`config.mk`:
```
export PLATFORM = sky130hd
export DESIGN_NAME = dead_time_gen_multi
export DESIGN_NICKNAME = d
export VERILOG_FILES = /design/src/rtl/dead_time_gen_multi.sv
export SDC_FILE = /design/constraint.sdc
export NUM_CORES = 1
export LEC_CHECK = 0
export ABC_AREA = 0
export CORE_UTILIZATION = 48
export DETAILED_ROUTE_END_ITERATION = 8
export PLACE_DENSITY_LB_ADDON = 0.2
export SYNTH_ARGS = -nofsm -noshare
export SYNTH_HDL_FRONTEND = slang
export SYNTH_SLANG_ARGS = --single-unit
```
`constraint.sdc`:
```
create_clock -name MClk -period 4.8 [get_ports MClk]
set_input_delay 0.96 -clock MClk [delete_from_list [all_inputs] [get_ports MClk]]
set_output_delay 0.96 -clock MClk [all_outputs]
set_load 0.01 [all_outputs]
```
`src/rtl/dead_time_gen_multi.sv`:
```
// dead_time_gen_multi
// Complementary high/low gate drive for CHANNELS half-bridges. Each channel
// inserts a programmable both-off gap (rise and fall set independently)
// before switching sides. A latched fault or a low global enable parks
// every channel in IDLE with both switches off.
// All gate outputs come straight from flops loaded with a decode of the
// next state, so they cannot glitch and can never be on together.
module dead_time_gen_multi #(
    parameter int CHANNELS = 3,
    parameter int CNT_W    = 16
) (
    input  logic                MClk,
    input  logic                Rst,
    input  logic                En,
    input  logic [CNT_W-1:0]    DeadTimeRise,
    input  logic [CNT_W-1:0]    DeadTimeFall,
    input  logic [CHANNELS-1:0] PwmIn,
    input  logic                Fault,
    input  logic                FaultClr,
    output logic [CHANNELS-1:0] HiOut,
    output logic [CHANNELS-1:0] LoOut,
    output logic [CHANNELS-1:0] DtActive,
    output logic                FaultLatched
);

    typedef enum logic [1:0] {
        IDLE  = 2'd0,
        DT    = 2'd1,
        HI_ON = 2'd2,
        LO_ON = 2'd3
    } state_t;

    localparam logic [CNT_W-1:0] CNT_ONE = CNT_W'(1);

    // Anything that must hold every channel off. A live Fault acts on the
    // same edge it is sampled, before the latch itself has updated.
    logic force_idle;
    assign force_idle = Fault | FaultLatched | ~En;

    // Sticky fault flag: set wins over clear, clear only when Fault is gone.
    always_ff @(posedge MClk) begin
        if (Rst) begin
            FaultLatched <= 1'b0;
        end else if (Fault) begin
            FaultLatched <= 1'b1;
        end else if (FaultClr) begin
            FaultLatched <= 1'b0;
        end
    end

    for (genvar g = 0; g < CHANNELS; g++) begin : g_ch
        state_t           st, st_nxt;
        logic             tgt, tgt_nxt;
        logic [CNT_W-1:0] cnt, cnt_nxt;
        logic             hi_q, lo_q, dt_q;
        logic             pwm;

        assign pwm = PwmIn[g];

        // Next-state logic: dead-time values are only sampled on a load,
        // so a change mid-count leaves the running gap untouched.
        always_comb begin
            st_nxt  = st;
            tgt_nxt = tgt;
            cnt_nxt = cnt;
            if (force_idle) begin
                st_nxt = IDLE;
            end else begin
                case (st)
                    IDLE: begin
                        tgt_nxt = pwm;
                        cnt_nxt = pwm ? DeadTimeRise : DeadTimeFall;
                        st_nxt  = DT;
                    end
                    DT: begin
                        if (pwm != tgt) begin
                            // Command flipped during the gap: restart toward the new side.
                            tgt_nxt = pwm;
                            cnt_nxt = pwm ? DeadTimeRise : DeadTimeFall;
                        end else if (cnt <= CNT_ONE) begin
                            st_nxt = tgt ? HI_ON : LO_ON;
                        end else begin
                            cnt_nxt = cnt - CNT_ONE;
                        end
                    end
                    HI_ON: begin
                        if (!pwm) begin
                            tgt_nxt = 1'b0;
                            cnt_nxt = DeadTimeFall;
                            st_nxt  = DT;
                        end
                    end
                    LO_ON: begin
                        if (pwm) begin
                            tgt_nxt = 1'b1;
                            cnt_nxt = DeadTimeRise;
                            st_nxt  = DT;
                        end
                    end
                    default: st_nxt = IDLE;
                endcase
            end
        end

        // State, target and counter registers.
        always_ff @(posedge MClk) begin
            if (Rst) begin
                st  <= IDLE;
                tgt <= 1'b0;
                cnt <= '0;
            end else begin
                st  <= st_nxt;
                tgt <= tgt_nxt;
                cnt <= cnt_nxt;
            end
        end

        // Registered gate and dead-time flags decoded from the next state.
        always_ff @(posedge MClk) begin
            if (Rst) begin
                hi_q <= 1'b0;
                lo_q <= 1'b0;
                dt_q <= 1'b0;
            end else begin
                hi_q <= (st_nxt == HI_ON);
                lo_q <= (st_nxt == LO_ON);
                dt_q <= (st_nxt == DT);
            end
        end

        assign HiOut[g]    = hi_q;
        assign LoOut[g]    = lo_q;
        assign DtActive[g] = dt_q;
    end

endmodule
```
# Yosys cells after proc, flatten, opt, wreduce, memory -nomap -nowiden
# Cells that the tools add are included.
[totals]
output_inout_bits = 10
ff_bits = 67
input_bits = 40
[classes]
mux = 53
n_reduce_logical = 10
add_sub_neg = 3
bitwise_logic = 4
magnitude_cmp = 3
n_eq_ne = 33
[op_table]
columns = ["op", "count"]
rows = [
  ["16-bit two-way mux", 15],
  ["16-bit one-hot mux with 4 select lines", 3],
  ["16-bit by 1-bit <= comparator with 1-bit output (second input constant)", 3],
  ["16-bit by 1-bit subtractor with 16-bit output (second input constant)", 3],
  ["2-bit two-way mux", 15],
  ["2-bit == test (second input constant)", 12],
  ["2-bit one-hot mux with 4 select lines", 3],
  ["4-bit AND reduction", 6],
  ["2-bit inequality test (second input constant)", 9],
  ["1-bit two-way mux", 14],
  ["2-bit by 1-bit == test with 1-bit output (second input constant)", 6],
  ["1-bit one-hot mux with 4 select lines", 3],
  ["3-bit inequality test (second input constant)", 3],
  ["2-bit logical NOT", 3],
  ["1-bit inequality test", 3],
  ["1-bit NOT", 2],
  ["1-bit bitwise OR", 2],
  ["2-bit nonzero test", 1],
]

# Depth between registers and ports, before layout
# Gate-level depths: netlist of the first run.
[logic_depth]
ltp_word = 6
ltp_mapped = 9

# Worst setup path before layout of the first run
# Ideal clock, no wire load.
[synth_timing]
path_type = "in2reg"
from = "input port En"
to = "register g_ch[1].cnt[1]"
required_time_ns = 4.659
setup_time_ns = 0.141
stages = 6
setup_slack_ns = 2.180
arrival_time_ns = 2.478
cell_sequence = "nor3b_2 > o21ai_0 > a31o_1 > buf_6 > a2111oi_0 > a211oi_2"
[synth_via]
elab_chain_len = 4
[synth_lines]
columns = ["item", "line_no", "text"]
rows = [
  ["from (decl)", "14", "input logic En,"],
  ["1-bit NOT", "38", "assign force_idle = Fault | FaultLatched | ~En;"],
  ["1-bit bitwise OR", "38", ""],
  ["1-bit NOT (no line)", "-", ""],
  ["4-bit AND reduction (no line)", "-", ""],
  ["to (signal assigned)", "114", "cnt <= cnt_nxt;"],
  ["to (decl)", "54", "logic [CNT_W-1:0] cnt, cnt_nxt;"],
]
# Every way passes these cells.
# A chain may end at the register's enable or synchronous reset.

# Worst setup path in the final report of the first run
[layout_timing]
from = "input port PwmIn[2]"
to = "register g_ch[2].cnt[0]"
[layout_via]
elab_chain_len = 3
[layout_lines]
columns = ["item", "line_no", "text"]
rows = [
  ["from (decl)", "17", "input logic [CHANNELS-1:0] PwmIn,"],
  ["1-bit inequality test or 16-bit two-way mux (tied branches)", "76, 72, 79", ""],
  ["3-bit inequality test (no line) or 16-bit two-way mux (tied branches)", "-", ""],
  ["4-bit AND reduction (no line) or 16-bit one-hot mux with 4 select lines (tied branches)", "-", ""],
  ["to (signal assigned)", "114", ""],
  ["to (decl)", "54", ""],
]
# Several ways; a longest one is shown, not always the timed one.

==> impl_metrics.csv, run 1 <==
group,metric,value,unit
worst_setup_path,setup.worst_path.start_class,"input pin",
yosys,synth_area,5610,sq um
global_route,grt_use_total,30.8,%
route,wl_met1,7730,um
global_route,antenna_found_initial,0,
sta,report.final.hold_viol_count,0,
worst_setup_path,critical_path_class,"input pin to register",
placement,routabilityCongestion,0.921,
yosys,synth_area_leaders,"dfxtp_1 24%, a21oi_1 5.0%, mux2i_1 4.3%",
final_layout,diodes,0,
yosys,synth_edf_count,0,
power_and_ir_drop,cellPowerDensity,277,nW/um^2
final_layout,drive_gt1_share,7.11,%
die,core-area,11400,sq um
clock_network,cts_buffers,9,
placement,dpl.hpwl,13100,um
route,drt_pre_antenna_iters,5,
yosys,yosys.area.top_type_share,23.9,%
sta,skew,0.00730,ns
route,first_iter_violations,651,
die,rows,39,
route,antenna_left,0,
sta,rsz0062_at_grt,"no",
sta,maxSlewHeadroom,38.8,%
sta,tightest_slew,0.912,ns
sta,finalCritPeriodShare,77.4,%
route,routed.top_layer,"met4",
worst_setup_path,cp-end-kind,"register",
hold_path,min_delay_path_depth,2,
route,drc,0,
clock_network,cts-root-buf,"clkbuf_16",
worst_setup_path,rr_endpoint,"g_ch[2].cnt[0]$_SDFFE_PP0P_",
route,wl_met2,8250,um
hold_path,holdCritStartpoint,"g_ch[0].cnt[10]$_SDFFE_PP0P_",
final_layout,nets,786,
clock_network,post-cts-setup-buffers,0,
route,drt_wl_total,18200,um
yosys,syn_inst,735,
clock_network,cts.repair.resized,0,
clock_network,cts.clk_slew.worst_paths,0.06,ns
yosys,async_reset_ff_share,0,%
global_route,grt.overflow.total,0,
route,vias,6029,
die,ios,50,
global_route,grt_pass1_vias,5340,
die,die_w,110,um
power_and_ir_drop,power.leakage,2.20,nW
clock_network,clockBufferDepth,2,
worst_setup_path,r2r-start,"g_ch[2].tgt$_SDFFE_PP0P_",
clock_network,insertion_delay,0.35,ns
clock_network,cts_tree,"done",
worst_setup_path,cp_max_fo,18,
sta,min_period,3.71,ns
clock_network,numClockSinks,67,
worst_setup_path,cp.arrival,3.97,ns
sta,setup_viol_count_final,0,
yosys,ys_seq_area_share,23.9,%
global_route,grt_pass1_wl,28200,um
worst_setup_path,r2r_slack,1.56,ns
die,die_area,12100,sq um
route,met3_length,1750,um
hold_path,min_to,"g_ch[0].cnt[10]$_SDFFE_PP0P_",
yosys,syn_avg_cell_area,7.63,sq um
sta,fmax,269,MHz
yosys,yosysTopAreaCell,"dfxtp_1",
sta,fin_tns_setup,0,ns
die,die_y,110,um
yosys,synth-main-ff-cell,"dfxtp_1",
route,avgViaCountPerCell,6.79,
yosys,yosys.cell_types.count,88,
power_and_ir_drop,total_power,0.00175,W
yosys,syn-num-nets,781,
sta,final_max_slew_viol_count,0,
global_route,grt_max_degree,62,
worst_setup_path,reg2reg_depth,5,
yosys,yosysWarnings,0,
clock_network,cts_max_level,3,
placement,port-buffer-count,49,
clock_network,cts.hold.buffers_added,0,
yosys,synth-seq-cells,67,
flow_run,cap_viol_max_count,0,
sta,timing.hold.ws,0.483,ns
worst_setup_path,worst_ep_required_time,5.05,ns
run_status,run_status,"completed",
worst_setup_path,critPathLaunch,"PwmIn[2]",
final_layout,syn_to_final_growth,12.5,%
route,wl_per_cell,20.5,um
die,start_util,49.1,%
power_and_ir_drop,vdd_drop_max,0.000181,V
hold_path,hold_class,"register to register",
==> synthesized netlist by cell type (6+ instances only) <==
cell type  count
or4_1          8
o31ai_1        7
a21oi_1       56
a221oi_1      11
mux2i_1       24
dfxtp_1       67
a22o_1         9
xnor2_1       13
a211oi_1      21
a32o_1         7
nor2b_1       16
nand2b_1      19
buf_1          9
buf_2          8
nor2_1        64
a221o_1        6
nor3_1        22
clkbuf_1      34
a21boi_0       8
inv_1         25
ha_1           6
buf_4          9
o211ai_1      11
a31oi_1        7
nand2_1       49
nand3b_1       7
nand3_1       17
nor3b_1        6
nor4_1        15
o21ai_0       48
==> where the power goes <==
| part | switching, W | internal, W |
|---|---|---|
| Clock | 0.000252 | 0.000406 |
| Sequential | 0.0000396 | 0.000584 |
| Combinational | 0.000281 | 0.000183 |
==> critical path, stage by stage <==
cell and delay [ns]:
clkdlybuf4s50_1 0.44, xnor2_1 0.73, nand2_1 0.58, o311ai_4 0.85
a2111oi_0 0.16, a211oi_1 0.24
==> registers in the layout (all words and copies together), names as in the netlist <==
register      count
g_ch.tgt          3
g_ch.hi_q         3
g_ch.cnt         48
g_ch.lo_q         3
FaultLatched      1
g_ch.st           6
g_ch.dt_q         3
==> routing by layer <==
metal	GRT usage [%]	up-vias
met2	47.8	330
met1	41.1	2843
met4	13.0	0
li1	-	2817
met5	0	-
met3	6.35	39
==> worst max-delay path by stage <==
stage	cells past startpoint	end
floorplan	6	g_ch[1].cnt[1]$_SDFFE_PP0P_
global placement	6	g_ch[2].cnt[0]$_SDFFE_PP0P_
detailed placement	6	g_ch[2].cnt[0]$_SDFFE_PP0P_
global route	6	g_ch[2].cnt[0]$_SDFFE_PP0P_
CTS	6	g_ch[2].cnt[0]$_SDFFE_PP0P_
finish	6	g_ch[2].cnt[0]$_SDFFE_PP0P_
==> cells in the final DEF (no fill, tap or decap), types with 9 or more instances in the layout <==
cell type / Yosys / routed
a211oi_1: 21 / 21
a21oi_1: 56 / 56
a221oi_1: 11 / 11
a22o_1: 9 / 9
buf_4: 9 / 9
clkbuf_16: 0 / 9
clkdlybuf4s50_1: 0 / 48
dfxtp_1: 67 / 67
inv_1: 25 / 25
mux2i_1: 24 / 24
nand2_1: 49 / 49
nand2b_1: 19 / 19
nand3_1: 17 / 17
nor2_1: 64 / 64
nor2b_1: 16 / 16
nor3_1: 22 / 22
nor4_1: 15 / 15
o211ai_1: 11 / 11
o21ai_0: 48 / 48
xnor2_1: 13 / 13
==> per-stage QoR <==
step | worst slack, ns | instances | utilization (%) | cell area, sq um
3_3_place_gp | 1.02 | 872 | 52.7 | 6010
6_report | 1.09 | 888 | 55.2 | 6310
5_1_grt | 0.920 | 888 | 55.2 | 6310
3_5_place_dp | 0.832 | 872 | 52.7 | 6010
2_1_floorplan | 2.18 | 735 | - | 5610
4_1_cts | 1.22 | 888 | 55.2 | 6310
==> kinds of logic after synthesis <==
group	after synthesis	share of synthesized area, %
and+or+nand+nor	259	25.0
buffers and inverters	90	7.50
muxes	26	4.73
xor gates and xnor gates	17	2.66
AOI/OAI and AO/OA	270	34.8
DFF	67	23.9
adders and majority gates	6	1.34
==> layout make-up <==
| type | instances | area, sq um |
|---|---|---|
| clock inverter | 1 | 5.00 |
| timing repair buffer | 58 | 553 |
| sequential | 67 | 1340 |
| tap | 143 | 179 |
| clock buffer | 15 | 288 |
| fill | 1092 | 5110 |
| inverter | 26 | 97.6 |
| multi-input combinational | 578 | 3840 |
(Power assumes the default switching activity.)
==> run 2, diff against run 1 <==
clock period = 3.7 ns   (was 4.8 ns; I/O delays follow)
==> run 2 against run 1 <==
Combinational power increased by 31%. Count of clock-buffer cells in the layout unchanged. Power increased by 31%. Cell area increased by 0.71%. Routed wire length decreased by 0.78%. Clock power increased by 32%. Sequential cell count unchanged. Core utilization increased by 0.39 points. Hold slack improved by 0.0086 ns. Via count increased by 0.80%. Sequential power increased by 29%. Critical path type unchanged. Highest routed layer unchanged.
==> impl_metrics.csv, run 2 (same netlist as run 1, synthesis figures left out) <==
group,metric,value,unit
sta,fmax,343,MHz
global_route,grt_max_degree,61,
clock_network,cts_tree,"done",
clock_network,cts.hold.buffers_added,0,
clock_network,clockBufferDepth,2,
power_and_ir_drop,power_frac_seq,35.4,%
hold_path,holdCritStartpoint,"g_ch[1].cnt[7]$_SDFFE_PP0P_",
route,met3_length,1400,um
worst_setup_path,cp-end-kind,"register",
final_layout,fin_util,55.6,%
worst_setup_path,critPathBufInv,1,
final_layout,nets,792,
worst_setup_path,worst_ep_required_time,3.96,ns
sta,rsz0062_at_grt,"no",
route,avgViaCountPerCell,6.80,
placement,post-place-ws,0.485,ns
route,drt_pre_antenna_iters,7,
sta,final.setup.worst_slack,0.781,ns
worst_setup_path,setup.worst_path.start_class,"input pin",
worst_setup_path,r2r-start,"g_ch[0].st[0]$_SDFF_PP0_",
global_route,grt_pass1_vias,5336,
placement,routabilityCongestion,0.940,
worst_setup_path,critPathSlowestCell,"or3b_2",
global_route,antenna_found_initial,0,
run_status,run_status,"completed",
placement,port-buffer-count,49,
final_layout,largest_reg_flops,48,
die,die_y,110,um
placement,dpl.hpwl,13100,um
final_layout,diodes,0,
final_layout,layout_commonest_cell,"dfxtp_1",
final_layout,syn_to_final_growth,13.3,%
final_layout,reg_top3,"g_ch.cnt (48), g_ch.st (6)",
hold_path,hold_class,"register to register",
global_route,grt_use_total,30.9,%
hold_path,min_to,"g_ch[1].cnt[7]$_SDFFE_PP0P_",
sta,fin_tns_setup,0,ns
power_and_ir_drop,power.leakage,2.23,nW
power_and_ir_drop,p_clk_share,37.9,%
clock_network,cts.clk_slew.worst_paths,0.06,ns
route,routed.top_layer,"met4",
worst_setup_path,cp_cell_sequence,"clkdlybuf4s50_1, or3b_2, a21oi_1, o31a_1, o21ai_0, a211oi_1",
sta,report.final.hold_viol_count,0,
worst_setup_path,r2r_slack,0.89,ns
clock_network,cts-root-buf,"clkbuf_16",
sta,skew,0.00677,ns
sta,finalCritPeriodShare,78.9,%
global_route,grt_pass1_wl,28600,um
final_layout,layout_common_cells,"67 x dfxtp_1, 64 x nor2_1, 56 x a21oi_1",
clock_network,cts_max_level,3,
final_layout,regMostFlops,"g_ch.cnt",
power_and_ir_drop,cellPowerDensity,359,nW/um^2
route,drt_wl_total,18100,um
worst_setup_path,critPathTopFamily,"compound AO/OA/AOI/OAI gates",
route,wl_per_cell,20.2,um
die,core-area,11400,sq um
worst_setup_path,critical_path_class,"input pin to register",
global_route,grt.overflow.total,0,
clock_network,cts.repair.resized,0,
power_and_ir_drop,internal_power,0.00153,W
power_and_ir_drop,vdd_drop_max,0.000249,V
power_and_ir_drop,switching_share,33.1,%
route,wl_met2,8140,um
worst_setup_path,slowest_delay,0.58,ns
die,ios,50,
final_layout,layout.cells.non_filler,894,
power_and_ir_drop,switchingPower,0.000754,W
sta,final_max_slew_viol_count,0,
clock_network,insertion_delay,0.35,ns
route,first_iter_violations,689,
route,wl_met1,7960,um
worst_setup_path,cp.arrival,3.18,ns
route,drc,0,
route,antenna_left,0,
worst_setup_path,rr_endpoint,"g_ch[0].cnt[15]$_SDFFE_PP0P_",
power_and_ir_drop,pwr-share-comb,26.7,%
clock_network,cts_buffers,9,
die,die_area,12100,sq um
die,die_w,110,um
route,vias,6077,
final_layout,fillers,1133,
die,rows,39,
clock_network,post-cts-setup-buffers,0,
worst_setup_path,cp_max_fo,13,
die,start_util,49.1,%
sta,maxSlewHeadroom,19.9,%
worst_setup_path,reg2reg_depth,5,
worst_setup_path,critPathLaunch,"Fault",
flow_run,cap_viol_max_count,0,
placement,dp_cells,878,
sta,tightest_slew,1.19,ns
final_layout,drive_gt1_share,7.86,%
clock_network,numClockSinks,67,
hold_path,min_delay_path_depth,2,
sta,setup_viol_count_final,0,
sta,min_period,2.92,ns
## run 2: cell types whose count changed in the layout (fill, tap and decap cells not counted)
cell and delta:
buf_4 +6
## run 2: worst register-to-register path: stages (launching register included)
cell	delay [ns]
dfxtp_1	0.80
nor2b_1	0.41
nand2_2	0.10
o31ai_2	1.01
o21ai_0	0.24
a21oi_1	0.19
## run 2: how the worst max path moves through the flow
stage | end | slack (ns) | cells after the start
floorplan | g_ch[1].cnt[1]$_SDFFE_PP0P_ | 1.30 | 6
global placement | g_ch[0].cnt[9]$_SDFFE_PP0P_ | 0.51 | 6
detailed placement | g_ch[0].cnt[9]$_SDFFE_PP0P_ | 0.48 | 6
CTS | g_ch[0].cnt[9]$_SDFFE_PP0P_ | 0.83 | 6
global route | g_ch[0].cnt[15]$_SDFFE_PP0P_ | 0.50 | 5
finish | g_ch[0].cnt[9]$_SDFFE_PP0P_ | 0.78 | 6
## run 2: area by class of cell
| class | count | area [sq um] | area share [%] |
|---|---|---|---|
| clock buffer | 15 | 288 | 4.53 |
| tap | 143 | 179 | 2.82 |
| inverter | 26 | 97.6 | 1.54 |
| multi-input combinational | 578 | 3840 | 60.5 |
| timing repair buffer | 64 | 598 | 9.42 |
| sequential | 67 | 1340 | 21.1 |
| clock inverter | 1 | 5.00 | 0.0788 |
## run 2: metrics by stage
stage	total power, W	cell area, sq um	hold WS, ns
4_1_cts	0.00227	6350	0.490
5_1_grt	0.00237	6350	0.507
3_3_place_gp	0.00140	6060	0.466
2_1_floorplan	0.00123	5610	0.446
3_5_place_dp	0.00141	6060	0.478
6_report	0.00228	6350	0.492
## run 2: per-layer routing
layer,up-vias,GRT usage [%]
met3,48,3.70
met4,0,13.5
met2,316,47.9
met1,2888,42.8
li1,2825,-
met5,-,0
## run 2: power by group through the flow
stage | logic (W) | registers [W] | clock network, W
2_1_floorplan | 0.000425 | 0.000802 | 0
3_3_place_gp | 0.000583 | 0.000818 | 0
3_5_place_dp | 0.000592 | 0.000821 | 0
4_1_cts | 0.000595 | 0.000805 | 0.000872
5_1_grt | 0.000655 | 0.000813 | 0.000899
6_report | 0.000608 | 0.000807 | 0.000865
==> run 3, diff against run 2 <==
clock period = 2.4 ns   (was 3.7 ns; I/O delays follow)
==> run 3 against run 2 <==
Global-route usage increased by 2.6 points. Non-clock buffer count increased by 68. Sequential cell count unchanged. Die area unchanged. Clock power increased by 58%. Count of clock-buffer cells in the layout decreased by 2. Register-to-register slack got worse by 0.79 ns.
==> impl_metrics.csv, run 3 (same netlist as run 1, synthesis figures left out) <==
group,metric,value,unit
run_status,run_status,"completed",
route,first_iter_violations,664,
worst_setup_path,slowest_delay,0.63,ns
clock_network,cts_buffers,9,
placement,port-buffer-count,49,
placement,dpl.hpwl,14400,um
die,core-area,11400,sq um
sta,timing.hold.ws,0.499,ns
route,antenna_left,0,
clock_network,insertion_delay,0.35,ns
worst_setup_path,crit_path_end,"g_ch[1].cnt[12]$_SDFFE_PP0P_",
clock_network,cts.clk_slew.worst_paths,0.05,ns
route,wl_per_cell,20.3,um
final_layout,drive_gt1_share,15.6,%
route,drt_pre_antenna_iters,6,
sta,min_period,2.30,ns
final_layout,layout_commonest_cell,"buf_4",
worst_setup_path,critical_path_class,"register to register",
global_route,grt.overflow.total,0,
worst_setup_path,setup.worst_path.start_class,"register",
sta,setup_viol_count_final,0,
final_layout,largest_reg_flops,48,
power_and_ir_drop,cellPowerDensity,534,nW/um^2
global_route,grt_use_total,33.5,%
final_layout,layout_common_cells,"81 x buf_4, 67 x dfxtp_1, 64 x nor2_1",
die,die_y,110,um
final_layout,fin_util,60.5,%
clock_network,cts-root-buf,"clkbuf_16",
route,vias,6378,
final_layout,syn_to_final_growth,23.3,%
sta,tightest_slew,0.646,ns
worst_setup_path,critPathLaunch,"g_ch[1].cnt[1]$_SDFFE_PP0P_",
clock_network,numClockSinks,67,
sta,rsz0062_at_grt,"no",
worst_setup_path,r2r-start,"g_ch[1].cnt[1]$_SDFFE_PP0P_",
global_route,antenna_found_initial,0,
final_layout,diodes,0,
placement,routabilityCongestion,0.915,
worst_setup_path,critPathSlowestCell,"or4b_2",
worst_setup_path,r2r_slack,0.1,ns
clock_network,cts.hold.buffers_added,0,
clock_network,clockBufferDepth,2,
worst_setup_path,rr_endpoint,"g_ch[1].cnt[12]$_SDFFE_PP0P_",
final_layout,fillers,1096,
sta,final_max_slew_viol_count,0,
placement,post-place-ws,-0.128,ns
die,rows,39,
sta,final.setup.worst_slack,0.0973,ns
global_route,grt_pass1_wl,30600,um
power_and_ir_drop,total_power,0.00369,W
route,avgViaCountPerCell,6.64,
route,drc,0,
die,ios,50,
final_layout,reg_top3,"g_ch.cnt (48), g_ch.st (6)",
sta,fmax,434,MHz
worst_setup_path,reg2reg_depth,7,
global_route,grt_max_degree,61,
die,start_util,49.1,%
final_layout,nets,860,
sta,maxSlewHeadroom,55.8,%
final_layout,regMostFlops,"g_ch.cnt",
clock_network,post-cts-setup-buffers,0,
route,drt_wl_total,19500,um
clock_network,cts_max_level,3,
clock_network,cts_tree,"done",
die,die_area,12100,sq um
sta,finalCritPeriodShare,95.9,%
worst_setup_path,cp_cell_sequence,"inv_1, ha_1, or4b_2, or2_2, nor4_4, a31oi_1, o221a_1",
sta,report.final.hold_viol_count,0,
worst_setup_path,cp.arrival,2.53,ns
die,die_w,110,um
power_and_ir_drop,power.leakage,2.58,nW
hold_path,min_delay_path_depth,2,
global_route,grt_pass1_vias,5870,
power_and_ir_drop,vdd_drop_max,0.000432,V
sta,skew,0.00436,ns
worst_setup_path,worst_ep_required_time,2.63,ns
worst_setup_path,cp-end-kind,"register",
flow_run,cap_viol_max_count,0,
hold_path,hold_class,"register to register",
worst_setup_path,cp_max_fo,4,
==> run 3: changes by cell type in the layout (fill, tap and decap cells not counted), sizes merged <==
| cell | change |
|---|---|
| clkbuf | -2 |
| bufinv | +1 |
| buf | +68 |
==> run 3: layout make-up <==
class,instances,area (sq um),share of cell area [%]
clock buffers,13,260,3.77
clock inverters,2,35.0,0.507
inverters,26,97.6,1.41
multi-input cells,578,3860,55.9
flip-flops and latches,67,1340,19.4
well taps,143,179,2.59
repair buffers,132,1130,16.4
==> run 3: critical path: cells and delay by family, from the launching register on <==
family | cells | cell delay (ns)
AO/OA/AOI/OAI | 2 | 0.38
adder cells (fa/ha/maj) | 1 | 0.19
buffers and inverters | 1 | 0.11
flip-flops | 1 | 0.33
AND/OR/NAND/NOR | 3 | 1.18
==> run 3: metal layers <==
| metal | GRT usage (%) | part of all wire [%] | vias up |
|---|---|---|---|
| li1 | - | - | 2971 |
| met2 | 51.7 | 46 | 323 |
| met1 | 44.5 | 44 | 3035 |
| met4 | 17.0 | 3.0 | 0 |
| met3 | 6.06 | 7.5 | 49 |
| met5 | 0 | 0 | - |
==> run 3: how the worst min path moves through the flow <==
stage                                       from                      endpoint  slack, ns
CTS                 g_ch[0].cnt[10]$_SDFFE_PP0P_  g_ch[0].cnt[10]$_SDFFE_PP0P_       0.49
global route         g_ch[1].cnt[7]$_SDFFE_PP0P_   g_ch[1].cnt[7]$_SDFFE_PP0P_       0.51
detailed placement  g_ch[0].cnt[10]$_SDFFE_PP0P_  g_ch[0].cnt[10]$_SDFFE_PP0P_       0.48
floorplan            g_ch[1].cnt[7]$_SDFFE_PP0P_   g_ch[1].cnt[7]$_SDFFE_PP0P_       0.45
finish              g_ch[1].cnt[15]$_SDFFE_PP0P_  g_ch[1].cnt[15]$_SDFFE_PP0P_       0.50
global placement     g_ch[1].cnt[7]$_SDFFE_PP0P_   g_ch[1].cnt[7]$_SDFFE_PP0P_       0.46
==> run 3: report_power, final <==
part | total (W) | leakage, nW | switching (W) | internal, W
Combinational | 0.00109 | 1.89 | 0.000619 | 0.000470
Sequential | 0.00123 | 0.547 | 0.0000658 | 0.00117
Clock | 0.00137 | 0.146 | 0.000513 | 0.000855
==> run 3: metrics by stage <==
stage	instances	setup TNS [ns]	instance area (sq um)
detailed placement	946	-1.11	6600
global placement	946	-0.324	6600
floorplan	735	0	5610
CTS	961	0	6900
finish	961	0	6910
global route	961	0	6910
==> run 3: timing repair <==
action                     CTS  global route
gates resized for setup      1             2
setup endpoints to repair    1             2
pin swaps                    0             0
